--- src/rtl/mul_seq.sv ---
// mul_seq -- multi-cycle 8x8 unsigned shift-and-add multiplier controller.
//
// The block borrows the shared ALU for one ADD per multiplier bit. It uses a
// request/grant handshake for this. The right shifts happen in local
// registers. The product is available on ProductHi/ProductLo when Done pulses.
// The product stays there until the next accepted Start.
//
// Ports:
//   CLK, Reset_n         clock (rising edge), async active-low reset
//   Start                multiply request, sampled only in IDLE
//   OperandA / OperandB  multiplicand / multiplier, captured on accepted Start
//   Busy, Done           status (Busy in ADD/SHR, Done one-cycle pulse)
//   ProductHi/Lo         16-bit product (hi/lo registers)
//   AluReq/AluGnt        shared ALU request / grant
//   AluOp/AluA/AluB      ALU command and operands (operands are 0 outside ADD)
//   AluOut/AluOver       ALU sum and carry out
//
// Build option: MUL_SEQ_SKIP_ZERO_EN. When this is defined, an iteration whose
// multiplier bit is 0 skips the ADD state. The block then goes straight to
// SHR, and the latency becomes 9 + popcount(OperandB) cycles.
//
// state | meaning
// IDLE  | waiting for Start
// ADD   | requesting the ALU; {carry,hi} <= sum on grant
// SHR   | 17-bit right shift of {carry,hi,lo}, advance bit count
// DONE  | one-cycle Done pulse
module mul_seq (
  input  logic       CLK,
  input  logic       Reset_n,
  input  logic       Start,
  input  logic [7:0] OperandA,
  input  logic [7:0] OperandB,
  output logic       Busy,
  output logic       Done,
  output logic [7:0] ProductHi,
  output logic [7:0] ProductLo,
  output logic       AluReq,
  input  logic       AluGnt,
  output logic [3:0] AluOp,
  output logic [7:0] AluA,
  output logic [7:0] AluB,
  input  logic [7:0] AluOut,
  input  logic       AluOver
);

  typedef enum logic [1:0] {
    S_IDLE = 2'd0,
    S_ADD  = 2'd1,
    S_SHR  = 2'd2,
    S_DONE = 2'd3
  } state_t;

  state_t     r_state;
  state_t     w_state_nxt;
  state_t     w_first_iter;
  state_t     w_next_iter;
  logic [7:0] r_hi;
  logic [7:0] r_lo;
  logic [7:0] r_mcand;
  logic       r_carry;
  logic [2:0] r_cnt;

  // Choose the state that starts an iteration. With skip-zero enabled, a zero
  // multiplier bit needs no add, so that iteration goes straight to SHR. At
  // that point, lo[1] is the bit that the coming shift moves into lo[0].
`ifdef MUL_SEQ_SKIP_ZERO_EN
  assign w_first_iter = OperandB[0] ? S_ADD : S_SHR;
  assign w_next_iter  = r_lo[1]     ? S_ADD : S_SHR;
`else
  assign w_first_iter = S_ADD;
  assign w_next_iter  = S_ADD;
`endif

  always_ff @(posedge CLK or negedge Reset_n) begin
    if (!Reset_n) begin
      r_state <= S_IDLE;
    end else begin
      r_state <= w_state_nxt;
    end
  end

  always_comb begin
    w_state_nxt = r_state;
    case (r_state)
      S_IDLE:  if (Start) w_state_nxt = w_first_iter;
      S_ADD:   if (AluGnt) w_state_nxt = S_SHR;
      S_SHR:   w_state_nxt = (r_cnt == 3'd7) ? S_DONE : w_next_iter;
      S_DONE:  w_state_nxt = S_IDLE;
      default: w_state_nxt = S_IDLE;
    endcase
  end

  always_ff @(posedge CLK or negedge Reset_n) begin
    if (!Reset_n) begin
      r_hi    <= 8'h00;
      r_lo    <= 8'h00;
      r_mcand <= 8'h00;
      r_carry <= 1'b0;
      r_cnt   <= 3'd0;
    end else begin
      case (r_state)
        S_IDLE: begin
          if (Start) begin
            r_hi    <= 8'h00;
            r_lo    <= OperandB;
            r_mcand <= OperandA;
            r_carry <= 1'b0;
            r_cnt   <= 3'd0;
          end
        end
        S_ADD: begin
          if (AluGnt) begin
            {r_carry, r_hi} <= {AluOver, AluOut};
          end
        end
        S_SHR: begin
          // The carry of the last add moves into hi[7], so no product bit is lost.
          {r_carry, r_hi, r_lo} <= {1'b0, r_carry, r_hi, r_lo[7:1]};
          r_cnt <= r_cnt + 3'd1;
        end
        default: ;
      endcase
    end
  end

  assign Busy      = (r_state == S_ADD) || (r_state == S_SHR);
  assign Done      = (r_state == S_DONE);
  assign AluReq    = (r_state == S_ADD);
  assign AluOp     = 4'b0000;
  assign AluA      = (r_state == S_ADD) ? r_hi : 8'h00;
  assign AluB      = ((r_state == S_ADD) && r_lo[0]) ? r_mcand : 8'h00;
  assign ProductHi = r_hi;
  assign ProductLo = r_lo;

endmodule

--- config.mk ---
export PLATFORM = sky130hd
export DESIGN_NAME = mul_seq
export DESIGN_NICKNAME = d
export VERILOG_FILES = /design/src/rtl/mul_seq.sv
export SDC_FILE = /design/constraint.sdc
export NUM_CORES = 1
export LEC_CHECK = 0
export BUFFER_PORTS_ARGS = -buffer_cell sky130_fd_sc_hd__buf_2
export CORE_MARGIN = 2
export CORE_UTILIZATION = 40
export CTS_BUF_LIST = sky130_fd_sc_hd__clkbuf_8
export DETAILED_ROUTE_END_ITERATION = 10
export HOLD_SLACK_MARGIN = 0.08
export PLACE_DENSITY = 0.78
export SYNTH_ARGS = -nofsm -noshare
export SYNTH_HDL_FRONTEND = slang
export SYNTH_SLANG_ARGS = --single-unit
--- constraint.sdc ---
create_clock -name CLK -period 1.95 [get_ports CLK]
set_input_delay 0.0975 -clock CLK [delete_from_list [all_inputs] [get_ports CLK]]
set_output_delay 0.0975 -clock CLK [all_outputs]
set_load 0.1 [all_outputs]
==> results by group, run 1 <==
Timing
  – Setup Viol. Count Final: 0
  – Final Hold Fails: 0
  – Slew @ Worst Pin: 0.6469 ns
  – Clk_skew: 0.003313 ns
  – Normalized max-slew margin: 56.87%
  – Fin crit period: 1.803 ns
  – Fin crit share: 92.44%
  – Fmax: 554.8 MHz
  – Hold WS: 0.08079 ns
  – Unrepaired setup endpoints after global routing: no
  – Pins over their slew limit: 0

Yosys
  – Top-area cell type share of the netlist area: 44.68%
  – Post-Syn Area per Cell: 11.06 sq um
  – Commonest cells post-synth: 30 x dfrtp_1, 17 x mux2_2, 9 x a21oi_1, 9 x nor2b_1
  – Syn Inst Count: 152
  – Number of flops mapped to enable cells by yosys: 0
  – Ys async rst share: 100.0%
  – Seq/Total Area, Yosys: 44.68%
  – Cell taking the most area after synthesis: dfrtp_1
  – Seq cells post-synth: 30
  – Yosys cell types: 27
  – Yosys warnings: 0
  – Ys flop type: dfrtp_1
  – Top-count cell post-synth: dfrtp_1
  – Cell area after synthesis: 1680 sq um
  – Synth area leaders: dfrtp_1 45%, mux2_2 11%, ha_1 6.0%

Clock network
  – Clk buf depth: 2
  – Root Driver: clkbuf_8
  – CTS tree: yes
  – Clk slew on worst S/H paths: 0.06 ns
  – Worst skew pair latency: 0.28 ns
  – Clock sink count: 30
  – CTS Buf Count: 5
  – H-tree depth: 2
  – Post-CTS Setup Inserts: 0

Layout
  – Nets: 264
  – Fin cells: 278
  – Fraction of layout cells with a size suffix above 1: 49.56%
  – Ant. Diodes: 0
  – Synthesis-to-layout area growth: 41.70%

Worst setup path
  – Startpoint types: flop
  – Crit. End Element: output port
  – CP Data Required Time: 1.85 ns
  – CP Class: flop to output port
  – Crit-path max FO: 9
  – Worst EP arrival: 1.71 ns

Die
  – Die Area: 4736 sq um
  – Die width: 68.82 microns
  – Io pins: 68
  – Die Ht: 68.82 microns
  – Initial Util: 41.71%
  – Std-Cell Rows: 23
  – Core footprint: 4029 sq um

GRT
  – Vias in the first global route: 1371
  – First-pass GRT wire length: 6.072 mm
  – GRT Util Overall: 17.41%
  – Initial antenna violation count: 0
  – Largest net degree at the start of global routing: 31
  – GRT overflow: 0

Flow run
  – Max Cap Viol: 0

Drt
  – Routed WL per cell: 13.55 microns
  – First-pass iteration count of the detailed router: 4
  – Initial DRC count: 58
  – Detailed-route wire length: 3.766 mm
  – Post-route DRC: 0
  – Vias: 1451
  – Post-detailed-route via-to-cell ratio: 5.219
  – Post-route ant nets: 0

Placement
  – Placed cells: 261
  – DPL Wire Length: 2.691 mm
  – Final GP Congestion: 0.7364
  – Port Buf Inserts: 63

Status
  – Status: finished, final reports clean

Worst hold path
  – Hold Path Class: input pin to flop
-- state kept, by name, indices dropped and copies added, names as in the netlist --
register / cells
ProductHi: 8
ProductLo: 8
r_carry: 1
r_cnt: 3
r_mcand: 8
r_state: 2
-- final cells by class --
type / count / area, sq um
fillers: 345 / 1648
well taps: 50 / 62.56
inverters: 3 / 11.26
flip-flops and latches: 30 / 750.7
multi-input cells: 109 / 874.6
clock inverters: 2 / 8.758
repair buffers: 78 / 590.6
clock buffers: 6 / 82.58
-- per-stage QoR --
stage / utilization [%] / setup slack [ns] / cell area [sq um] / TNS [ns]
final: 59.10 / 0.1474 / 2381 / 0
after global routing: 59.10 / 0.04147 / 2381 / 0
after CTS: 58.54 / 0.0007333 / 2359 / 0
after detailed placement: 54.04 / 0.1535 / 2177 / 0
after global placement: 54.04 / 0.1995 / 2177 / 0
after floorplan: - / -0.02185 / 1714 / -0.1748
-- cell usage in the layout (no fill, tap or decap), types with 2 or more instances in the layout --
| cell type | synthesis | final |
|---|---|---|
| ha_2 | 0 | 2 |
| a21oi_1 | 9 | 9 |
| nand3_1 | 8 | 8 |
| inv_1 | 3 | 4 |
| and3_2 | 0 | 8 |
| nand2_1 | 2 | 2 |
| clkbuf_4 | 0 | 8 |
| buf_2 | 4 | 47 |
| nor2b_1 | 9 | 9 |
| clkbuf_8 | 0 | 6 |
| mux2_2 | 17 | 17 |
| conb_1 | 1 | 4 |
| a221o_1 | 8 | 8 |
| dlygate4sd3_1 | 0 | 9 |
| a22oi_1 | 8 | 8 |
| buf_4 | 5 | 6 |
| buf_12 | 0 | 8 |
| nand2b_1 | 8 | 8 |
| ha_1 | 8 | 6 |
| a22o_1 | 2 | 2 |
| mux2i_1 | 2 | 2 |
| nor2_1 | 2 | 2 |
| and2_2 | 0 | 8 |
| dfrtp_1 | 30 | 30 |
-- what timing repair did --
action,in CTS,in global routing
hold endpoints to repair,38,0
setup endpoints to repair,0,16
hold buffers,9,0
gates resized for setup,0,9
-- final timing paths --
| path | from | to | slack, ns | cells past startpoint |
|---|---|---|---|---|
| worst max-delay path | r_state[0]$_DFFE_PN0P_ | Busy | 0.15 | 3 |
| worst min-delay path | AluOver | r_carry$_DFFE_PN0P_ | 0.08 | 3 |
| worst max register to register | r_state[0]$_DFFE_PN0P_ | ProductHi[6]$_DFFE_PN0P_ | 0.16 | 5 |
| worst min register to register | r_mcand[6]$_DFFE_PN0P_ | r_mcand[6]$_DFFE_PN0P_ | 0.50 | 1 |
| max in group asynchronous | Reset_n | r_mcand[1]$_DFFE_PN0P_ | 1.15 | 2 |
| min in group asynchronous | Reset_n | ProductHi[7]$_DFFE_PN0P_ | 0.38 | 2 |
-- critical path, stage by stage, from the launching register on --
cell and delay, ns:
dfrtp_1 0.40, inv_1 0.12, ha_1 0.44, buf_2 0.47
-- per-layer routing --
| metal | GRT usage, % | part of all wire (%) | up-vias |
|---|---|---|---|
| met1 | 21.42 | 44 | 690 |
| met4 | 7.843 | 1.6 | 0 |
| li1 | - | - | 695 |
| met5 | 0 | 0 | - |
| met2 | 28.61 | 48 | 55 |
| met3 | 4.545 | 6.3 | 11 |
-- cell families (layout without fill, tap and decap cells) --
| group | Yosys count | after routing | synth area share [%] |
|---|---|---|---|
| AOI/OAI and AO/OA | 29 | 29 | 13.03 |
| adders and majority gates | 8 | 8 | 5.957 |
| buffers and inverters | 16 | 89 | 5.436 |
| DFF | 30 | 30 | 44.68 |
| muxes | 19 | 19 | 12.58 |
| other | 1 | 4 | 0.2232 |
| and+or+nand+nor | 49 | 49 | 18.09 |
Power of run 1 is left out: the tool's default activity adds up to more than one toggle a clock period on the data nets, which glitch-free logic cannot reach.
==> run 2, diff against run 1 <==
==> config.mk (replaced) <==
export PLATFORM = sky130hd
export DESIGN_NAME = mul_seq
export DESIGN_NICKNAME = d
export VERILOG_FILES = /design/src/rtl/mul_seq.sv
export SDC_FILE = /design/constraint.sdc
export NUM_CORES = 1
export LEC_CHECK = 0
export CORE_MARGIN = 2
export CORE_UTILIZATION = 40
export CTS_BUF_LIST = sky130_fd_sc_hd__clkbuf_8
export DETAILED_ROUTE_END_ITERATION = 10
export DONT_BUFFER_PORTS = 1
export HOLD_SLACK_MARGIN = 0.08
export PLACE_DENSITY = 0.64
export SYNTH_ARGS = -nofsm -noshare
export SYNTH_HDL_FRONTEND = slang
export SYNTH_SLANG_ARGS = --single-unit
==> run 2 against run 1 <==
  * Fmax down 2.5%
  * Global-route usage is 1.9 points higher
  * Critical path depth grew 2
  * Flip-flop and latch count unchanged
  * Register-to-register slack gained 0.05 ns
  * Sequential share of layout area shrank 0.39 points
  * Setup slack worse by 0.046 ns
  * Design area up 1.3%
  * Hold slack gained 0.051 ns
  * Routed wire length is 8.2% higher
  * First-iteration DRC count shrank 19%
  * Largest cell class unchanged
==> results by group, run 2 (same netlist as run 1, synthesis figures left out) <==
Clock network
  – Worst skew pair latency: 0.27 ns
  – Clock sink count: 30
  – Clk slew on worst S/H paths: 0.06 ns
  – CTS Buf Count: 5
  – Clk buf depth: 2
  – H-tree depth: 2
  – CTS tree: yes
  – Post-CTS Setup Inserts: 0
  – Root Driver: clkbuf_8

Drt
  – Routed WL per cell: 16.23 microns
  – Detailed-route wire length: 4.074 mm
  – Initial DRC count: 47
  – First-pass iteration count of the detailed router: 5
  – Met3 wire len: 266 microns
  – Post-detailed-route via-to-cell ratio: 5.426
  – Post-route ant nets: 0
  – Top routing layer in use: met4
  – Vias: 1362
  – Post-route DRC: 0
  – Met2 WL: 2.125 mm
  – Met1 wire length: 1.639 mm

Worst setup path
  – CP max stage cell: dfrtp_1
  – Crit-path max FO: 9
  – Startpoint types: flop
  – Critical Path Max Stage Delay: 0.42 ns
  – CP Data Required Time: 1.85 ns
  – Worst EP arrival: 1.75 ns
  – CP Class: flop to output port
  – Cell chain of the critical path: inv_1 -> ha_2 -> buf_8 -> and3_2 -> buf_12
  – Crit. End Element: output port

GRT
  – Initial antenna violation count: 0
  – Vias in the first global route: 1366
  – First-pass GRT wire length: 6.665 mm
  – GRT Util Overall: 19.32%
  – GRT overflow: 0
  – Largest net degree at the start of global routing: 31

Timing
  – Pins over their slew limit: 0
  – Setup Viol. Count Final: 0
  – Fin crit share: 94.82%
  – Final setup margin: 0.1009 ns
  – Fmax: 540.8 MHz
  – Unrepaired setup endpoints after global routing: no
  – Clk_skew: 0.001553 ns
  – Fin crit period: 1.849 ns
  – Final Hold Fails: 0

Die
  – Die width: 68.82 microns
  – Io pins: 68
  – Die Ht: 68.82 microns
  – Initial Util: 41.71%
  – Core footprint: 4029 sq um
  – Die Area: 4736 sq um
  – Std-Cell Rows: 23

Status
  – Status: finished, final reports clean

Placement
  – Port Buf Inserts: 0
  – Pre-CTS worst setup slack: 0.2174 ns
  – DPL Wire Length: 2.972 mm
  – Final GP Congestion: 0.7872

Layout
  – Commonest cells after routing, fill and taps aside: 30 x dfrtp_1, 24 x buf_4, 17 x mux2_2, 17 x buf_12, 10 x dlygate4sd3_1
  – Nets: 238
  – Synthesis-to-layout area growth: 43.48%
  – Ant. Diodes: 0
  – Fraction of layout cells with a size suffix above 1: 41.79%
  – Commonest non-fill, non-tap cell in the layout: dfrtp_1

Worst hold path
  – Hold Path Class: input pin to flop

Flow run
  – Max Cap Viol: 0
-- run 2: cell count changes in the layout (fill, tap and decap cells not counted), sizes merged --
cell         delta
buf            -19
clkbuf          -9
clkinv          -1
dlygate4sd3     +1
inv             +1
-- run 2: worst paths after layout --
kind | to | slack [ns] | startpoint | cells past startpoint
worst max-delay path | AluB[5] | 0.10 | r_state[1]$_DFFE_PN0P_ | 5
worst min-delay path | ProductHi[0]$_DFFE_PN0P_ | 0.13 | AluOut[0] | 3
worst max register to register | r_mcand[2]$_DFFE_PN0P_ | 0.21 | r_state[1]$_DFFE_PN0P_ | 5
worst min register to register | r_cnt[1]$_DFFE_PN0P_ | 0.51 | r_cnt[1]$_DFFE_PN0P_ | 1
max in group asynchronous | ProductHi[1]$_DFFE_PN0P_ | 1.52 | Reset_n | 2
min in group asynchronous | ProductLo[1]$_DFFE_PN0P_ | 0.27 | Reset_n | 2
-- run 2: layout make-up --
type | count | area [sq um]
Inverter | 3 | 11.26
Tap cell | 50 | 62.56
Timing Repair Buffer | 52 | 635.6
Clock inverter | 2 | 7.507
Fill cell | 332 | 1618
Multi-Input combinational cell | 109 | 874.6
Clock buffer | 5 | 68.82
Sequential cell | 30 | 750.7
-- run 2: stage by stage --
stage | cells | instance area (sq um) | TNS, ns | hold WS (ns) | utilization, %
floorplan | 155 | 1714 | -0.1748 | -0.1981 | -
global placement | 233 | 2205 | 0 | -0.1969 | 54.72
detailed placement | 233 | 2205 | 0 | -0.1970 | 54.72
CTS | 251 | 2407 | 0 | 0.1293 | 59.75
global route | 251 | 2411 | 0 | 0.1366 | 59.84
finish | 251 | 2411 | 0 | 0.1318 | 59.84
-- run 2: critical path: cells and delay by family, from the launching register on --
| kind | cells | cell delay, ns |
|---|---|---|
| buffers and inverters | 3 | 0.57 |
| AND/OR/NAND/NOR | 1 | 0.25 |
| adder cells (fa/ha/maj) | 1 | 0.23 |
| flip-flops | 1 | 0.42 |
-- run 2: routing by layer --
layer,GRT usage (%),vias to the layer above
li1,-,637
met1,22.62,670
met2,34.25,50
met3,4.870,5
met4,6.618,0
met5,0,-
-- run 2: repair_timing --
item                                    CTS  global route
hold buffers                             11             0
resized for setup                         2             1
endpoints found under the setup margin   16             8
endpoints found under the hold margin    39             0
pin swaps                                 0             0
Power of run 2 is left out for the same reason.
